$ cat src/rtl/cpu_pkg.sv
// Shared constants for the 8-bit bus CPU: control-bit indices, opcodes and the
// sequencer state encoding.
package cpu_pkg;

    localparam int unsigned CTRL_W = 16;

    localparam int unsigned AI  = 0;
    localparam int unsigned AO  = 1;
    localparam int unsigned BI  = 2;
    localparam int unsigned BO  = 3;
    localparam int unsigned II  = 4;
    localparam int unsigned IO  = 5;
    localparam int unsigned IIO = 6;
    localparam int unsigned OI  = 7;
    localparam int unsigned OO  = 8;
    localparam int unsigned MI  = 9;
    localparam int unsigned MO  = 10;
    localparam int unsigned CE  = 11;
    localparam int unsigned CO  = 12;
    localparam int unsigned J   = 13;
    localparam int unsigned SU  = 14;
    localparam int unsigned EO  = 15;

    localparam logic [3:0] OP_NOP = 4'b0000;
    localparam logic [3:0] OP_LDA = 4'b0001;
    localparam logic [3:0] OP_ADD = 4'b0010;
    localparam logic [3:0] OP_SUB = 4'b0011;
    localparam logic [3:0] OP_JMP = 4'b0100;
    localparam logic [3:0] OP_JC  = 4'b0101;
    localparam logic [3:0] OP_JZ  = 4'b0110;
    localparam logic [3:0] OP_OUT = 4'b1110;
    localparam logic [3:0] OP_HLT = 4'b1111;

    typedef enum logic [2:0] {
        StIdle = 3'd0,
        StT0   = 3'd1,
        StT1   = 3'd2,
        StT2   = 3'd3,
        StT3   = 3'd4,
        StHalt = 3'd7
    } state_t;

    function automatic logic [CTRL_W-1:0] cbit(input int unsigned idx);
        logic [CTRL_W-1:0] one;
        one = {{(CTRL_W-1){1'b0}}, 1'b1};
        return one << idx;
    endfunction

endpackage

$ cat src/rtl/microcode_rom.sv
// Combinational microcode: (state, opcode, flags) -> control word plus
// end-of-instruction and illegal-opcode indications.
module microcode_rom
    import cpu_pkg::*;
(
    input  state_t             state,
    input  logic [3:0]         opcode,
    input  logic               carry,
    input  logic               zero,
    output logic [CTRL_W-1:0]  ctrl,
    output logic               last,
    output logic               illegal
);

    always_comb begin
        ctrl    = '0;
        last    = 1'b0;
        illegal = 1'b0;
        unique case (state)
            StT0: ctrl = cbit(CO) | cbit(MI);
            StT1: ctrl = cbit(MO) | cbit(II) | cbit(CE);
            StT2: begin
                last = 1'b1;
                case (opcode)
                    OP_NOP: ctrl = '0;
                    OP_LDA: ctrl = cbit(IO) | cbit(IIO) | cbit(AI);
                    OP_ADD, OP_SUB: begin
                        ctrl = cbit(IO) | cbit(IIO) | cbit(BI);
                        last = 1'b0;
                    end
                    OP_JMP: ctrl = cbit(IO) | cbit(IIO) | cbit(J);
                    OP_JC:  ctrl = carry ? (cbit(IO) | cbit(IIO) | cbit(J)) : '0;
                    OP_JZ:  ctrl = zero ? (cbit(IO) | cbit(IIO) | cbit(J)) : '0;
                    OP_OUT: ctrl = cbit(AO) | cbit(OI);
                    // HLT ends by entering HALT, not by retiring.
                    OP_HLT: last = 1'b0;
                    default: illegal = 1'b1;
                endcase
            end
            StT3: begin
                last = 1'b1;
                if (opcode == OP_SUB) begin
                    ctrl = cbit(EO) | cbit(AI) | cbit(SU);
                end else begin
                    ctrl = cbit(EO) | cbit(AI);
                end
            end
            default: ctrl = '0;
        endcase
    end

endmodule

$ cat src/rtl/control_sequencer.sv
// T-state sequencer: holds the state register and run/step/halt transitions;
// the control word itself comes from the microcode ROM.
module control_sequencer
    import cpu_pkg::*;
(
    input  logic               i_clk,
    input  logic               i_rst,
    input  logic               i_run,
    input  logic               i_step,
    input  logic [3:0]         i_opcode,
    input  logic               i_carry,
    input  logic               i_zero,
    output logic [CTRL_W-1:0]  o_ctrl,
    output logic [2:0]         o_state,
    output logic               o_retire,
    output logic               o_halted,
    output logic               o_illegal
);

    state_t state_q;
    logic   last;

    microcode_rom u_rom (
        .state   (state_q),
        .opcode  (i_opcode),
        .carry   (i_carry),
        .zero    (i_zero),
        .ctrl    (o_ctrl),
        .last    (last),
        .illegal (o_illegal)
    );

    always_ff @(posedge i_clk or negedge i_rst) begin
        if (!i_rst) begin
            state_q <= StIdle;
        end else begin
            unique case (state_q)
                StIdle: if (i_run || i_step) state_q <= StT0;
                StT0:   state_q <= StT1;
                StT1:   state_q <= StT2;
                StT2: begin
                    if (i_opcode == OP_HLT) begin
                        state_q <= StHalt;
                    end else if (last) begin
                        state_q <= i_run ? StT0 : StIdle;
                    end else begin
                        state_q <= StT3;
                    end
                end
                StT3:   state_q <= i_run ? StT0 : StIdle;
                StHalt: state_q <= StHalt;
                default: state_q <= StIdle;
            endcase
        end
    end

    assign o_state  = state_q;
    assign o_retire = last;
    assign o_halted = (state_q == StHalt);

endmodule

$ cat config.mk
export PLATFORM = sky130hd
export DESIGN_NAME = control_sequencer
export DESIGN_NICKNAME = d
export VERILOG_FILES = /design/src/rtl/cpu_pkg.sv /design/src/rtl/microcode_rom.sv /design/src/rtl/control_sequencer.sv
export SDC_FILE = /design/constraint.sdc
export NUM_CORES = 1
export LEC_CHECK = 0
export CAP_MARGIN = 5
export CELL_PAD_IN_SITES_DETAIL_PLACEMENT = 1
export CELL_PAD_IN_SITES_GLOBAL_PLACEMENT = 1
export CORE_ASPECT_RATIO = 0.75
export CORE_MARGIN = 8
export CORE_UTILIZATION = 23
export DETAILED_ROUTE_END_ITERATION = 7
export GPL_ROUTABILITY_DRIVEN = 0
export GPL_TIMING_DRIVEN = 0
export PLACE_DENSITY = 0.93
export SLEW_MARGIN = 20
export SYNTH_ARGS = -nofsm -noshare
export SYNTH_HDL_FRONTEND = slang
export SYNTH_SLANG_ARGS = --single-unit
$ cat constraint.sdc
create_clock -name i_clk -period 3.5 [get_ports i_clk]
set_clock_uncertainty 0.1 [all_clocks]
set_input_delay 0.7 -clock i_clk [delete_from_list [all_inputs] [get_ports i_clk]]
set_output_delay 0.7 -clock i_clk [all_outputs]
set_load 0.03 [all_outputs]
Yosys cells after proc, flatten, opt, wreduce, memory -nomap -nowiden
Index checks and enable logic that the tools add are counted. W data, S select, Z words.

Eq/ne operators: 14. Mux-type cells: 14. Reduce and logical (&&, ||, !) cells: 6.

Operators by type and width (number): $pmux W16 S6 (1); $pmux W16 S4 (1); $mux W14 (2); $pmux W3 S6 (1); $mux W15 (1); $eq A4 B3 Y1 const B (3); $mux W3 (3); $reduce_or A9 Y1 (1); $eq A4 B2 Y1 const B (2); $eq A4 B4 Y1 const B (2); $eq A3 B2 Y1 const B (2); $eq A3 B3 Y1 const B (2); $eq A4 B1 Y1 const B (1); $logic_not A4 Y1 (1); $mux W1 (4); $eq A3 B1 Y1 const B (1); $logic_not A3 Y1 (1); $reduce_or A3 Y1 (1); $ne A2 B2 Y1 const B (1); $pmux W1 S2 (1); $reduce_or A2 Y1 (1); $logic_or A1 B1 Y1 (1).

Register bits after elaboration: 3. Bits of input ports: 10. Output and inout bits: 22. Logic and storage cells: 35.

Depth between registers and ports, before layout
Depth in word-level cells: 7. Mapped depth: 7.

Hierarchy
From an unflattened synthesis, not the netlist that was laid out.

Cells, all modules: 55. Area, all modules: 430.4 sq um.

Modules (own cells, without submodules): microcode_rom (instances 1, cells each 36, area each 249.0 sq um, sequential area each 0.0 sq um); control_sequencer (instances 1, cells each 19, area each 181.4 sq um, sequential area each 75.1 sq um).

Worst setup path before layout
No wires, ideal clock.

Kind: register -> output. From: reg state_q[2] (netlist: o_state[2]). To: out o_ctrl[7]. Data arrival time: 2.393 ns. Required time: 2.700 ns. Setup slack: 0.307 ns. Stages on the path, launching flop included: 5. Buffers on the path: 2. Cell sequence: dfrtp_1 buf_2 nand3b_1 nor4b_1 buf_4.

Cells in the longest elaborated chain, start to end: 2. Elaborated cells on any way between the ends: 5. Those cells by class: eq/ne: 4; mux: 1.

RTL lines: from (decl) (line control_sequencer.sv:20) `state_t state_q;`; from (signal assigned) (line control_sequencer.sv:35) `state_q <= StIdle;`; from (signal assigned) (line control_sequencer.sv:38) `StIdle: if (i_run || i_step) state_q <= StT0;`; from (signal assigned) (line control_sequencer.sv:39) `StT0: state_q <= StT1;`; $eq A3 B3 Y1, or another cell as far along (line microcode_rom.sv:19) `unique case (state)`; $pmux W16 S4 * (line microcode_rom.sv:19); to (decl) (line control_sequencer.sv:13) `output logic [CTRL_W-1:0] o_ctrl,`.

Every way passes the cells marked *; elsewhere a longest branch is shown, timed or not.

Final worst setup path
From: in i_opcode[2]. To: out o_ctrl[7].

Cells in the longest elaborated chain, start to end: 4. Elaborated cells on any way between the ends: 10. Those cells by class: eq/ne: 7; mux: 2; reduce/logical: 1.

RTL lines: from (decl) (line control_sequencer.sv:10) `input logic [3:0] i_opcode,`; $eq A4 B2 Y1 (line microcode_rom.sv:24) `case (opcode)`; $reduce_or A2 Y1 (line microcode_rom.sv:24); $pmux W16 S6 * (line microcode_rom.sv:24); $pmux W16 S4 * (line microcode_rom.sv:19).

Marked as above.

==> results.json <==
{
  "p_leak_nw": 0.340,
  "tritoncts": "done",
  "cts-root-buf": "clkbuf_4",
  "totalWireLength_microns": 1660,
  "final_nets": 102,
  "tns_ns": 0,
  "antenna_found_initial": 0,
  "critical_path_class": "in -> out",
  "swShare_pct": 28.4,
  "die-width_microns": 65.7,
  "arrival_ns": 2.60,
  "drc": 0,
  "setup_viol": 0,
  "endpoint_kind": "primary output",
  "start_util_pct": 24.5,
  "clock.fmax_mhz": 295,
  "drive_above_1_share_pct": 19.8,
  "yosysMostFrequentCell": "buf_4",
  "synthesis.area_sq_um": 427,
  "synthCells": 57,
  "portBuffers": 29,
  "slew_violations": 0,
  "ys_seq_area_share_pct": 17.6,
  "globalRoute.totalOverflow": 0,
  "p_per_area_mw_per_mm2": 165,
  "track_usage_pct": 10.1,
  "final_area_sq_um": 779,
  "clockBufferDepth": 2,
  "hold_viol": 0,
  "cts.sinks": 3,
  "dpl.hpwl_microns": 1370,
  "viasPerCell": 4.70,
  "drv_cap": 0,
  "io_pins": 32,
  "grt_start_max_net_pins": 11,
  "cts_setup_buffers": 0,
  "fp-row-count": 13,
  "power_frac_clock_pct": 51.6,
  "hold_slack_ns": 0.537,
  "num_vias": 531,
  "synthArstFlopShare_pct": 100,
  "grt_pass1_vias": 610,
  "ant_nets": 0,
  "p_switching_mw": 0.0366,
  "p_comb_share_pct": 21.3,
  "yosys.area.top_type": "dfrtp_1",
  "routedWlPerCell_microns": 14.7,
  "min_period_ns": 3.40,
  "yosys-top-cells-count": "7 x buf_4, 6 x nor2_1, 4 x a21oi_1",
  "required_ns": 2.70,
  "status": "completed",
  "drtPass1Iterations": 4,
  "synth_seq_cells": 3,
  "startpoint_type": "primary input",
  "hp-class": "in -> async",
  "worstSkewPairLatency_ns": 0.25,
  "place_area_sq_um": 748,
  "largest_reg_flops": 3,
  "crit_fanout": 7,
  "cts_made_buffers": 3,
  "synthesis.yosys.warnings": 0,
  "diodes": 0,
  "core-area_sq_mm": 0.00174,
  "clk_pin_slew_ns": 0.04,
  "avgSynthCellArea_sq_um": 7.49,
  "synthTopCellsByArea": "dfrtp_1 18%, buf_4 12%, buf_6 5.3%",
  "vdd_drop_max_v": 0.000114,
  "pwr-share-seq_pct": 27.0,
  "p_int_mw": 0.0924,
  "grt_pass1_wl_microns": 2790,
  "areaGrowthSynthToFinish_pct": 82.7,
  "die_h_microns": 53.3,
  "fin_crit_sh_pct": 97.0,
  "synth_cell_types": 32,
  "design.die.area_sq_mm": 0.00350,
  "drtIter0Drc": 5,
  "synth_ff_type": "dfrtp_1",
  "synth-edff-count": 0,
  "synth_top_area_share_pct": 17.6,
  "rsz0062_at_grt": "false",
  "htreeDepth": 1
}
## stage by stage
| stage | setup WS, ns | cells | utilization (%) | power [mW] |
|---|---|---|---|---|
| after floorplan | 0.307 | 58 | - | 0.0469 |
| after global placement | 0.0663 | 109 | 43.0 | 0.0615 |
| after detailed placement | 0.0470 | 109 | 43.0 | 0.0624 |
| after CTS | 0.0343 | 113 | 44.5 | 0.130 |
| after global routing | 0.0134 | 113 | 44.8 | 0.135 |
| final | 0.105 | 113 | 44.8 | 0.129 |
## metal layers
layer,global-route usage [%],vias to the layer above,routed length (microns)
met5,0,-,0
met4,5.42,0,31
met3,2.74,4,93
met2,19.9,12,906
met1,9.48,255,626
li1,-,260,-
## what timing repair did
item / in CTS / in global routing
gates resized for setup: 0 / 2
hold endpoints to repair: 0 / 0
hold buffers: 0 / 0
endpoints found under the setup margin: 0 / 2
## layout make-up
class	instances	area, sq um
plain buffers	10	80.1
multi-input cells	43	268
fillers	210	961
inverters	2	7.51
repair buffers	29	295
flip-flops and latches	3	75.1
well taps	22	27.5
clock buffers	4	26.3
## worst max-delay path: stages
cell and delay (ns):
clkdlybuf4s50_1 0.58, nand2_1 0.13, nor4b_1 0.35, buf_4 0.17
clkdlybuf4s50_1 0.66
## logic make-up after synthesis
kind of cell	Yosys count	synth area share, %
compound gates	11	17.9
xor+xnor	1	2.05
buf+inv	12	20.5
flops	3	17.6
other cells	1	0.879
simple gates	29	41.1
## worst paths after layout
check                            start         end  slack [ns]  cells after the start
max reg2reg                 o_state[0]  o_state[0]        2.05                      7
min in group i_clk          o_state[1]  o_state[2]        0.62                      3
max in group asynchronous        i_rst  o_state[2]        2.62                      1
max                        i_opcode[2]   o_ctrl[7]        0.10                      5
min reg2reg                 o_state[1]  o_state[2]        0.62                      3
min                              i_rst  o_state[0]        0.54                      1
## power by group through the flow
stage | combinational (mW) | sequential, mW | clock [mW]
finish | 0.0275 | 0.0349 | 0.0666
global route | 0.0301 | 0.0348 | 0.0699
CTS | 0.0272 | 0.0349 | 0.0683
detailed placement | 0.0270 | 0.0353 | 0
global placement | 0.0262 | 0.0353 | 0
floorplan | 0.0116 | 0.0353 | 0
## placed cells by master, fill, tap and decap left out
cell / count
clkdlybuf4s50_1: 27
buf_4: 7
nor2_1: 6
a21oi_1: 4
nor3b_1: 3
nand2b_1: 3
nand2_1: 3
clkbuf_4: 3
dfrtp_1: 3
buf_6: 2
and3_1: 2
nor3_1: 2
conb_1: 2
dlymetal6s2s_1: 2
buf_2: 1
nand2_2: 1
or3_1: 1
nor2_4: 1
o31ai_1: 1
inv_2: 1
nand3b_1: 1
or3b_4: 1
nor4b_1: 1
inv_1: 1
nor4_1: 1
a2bb2oi_1: 1
and3b_1: 1
nand4_1: 1
nand3_1: 1
a221oi_1: 1
o21ai_2: 1
a21o_1: 1
xor2_1: 1
a22o_1: 1
a31oi_1: 1
clkbuf_1: 1
Power figures use the tool's default switching activity.
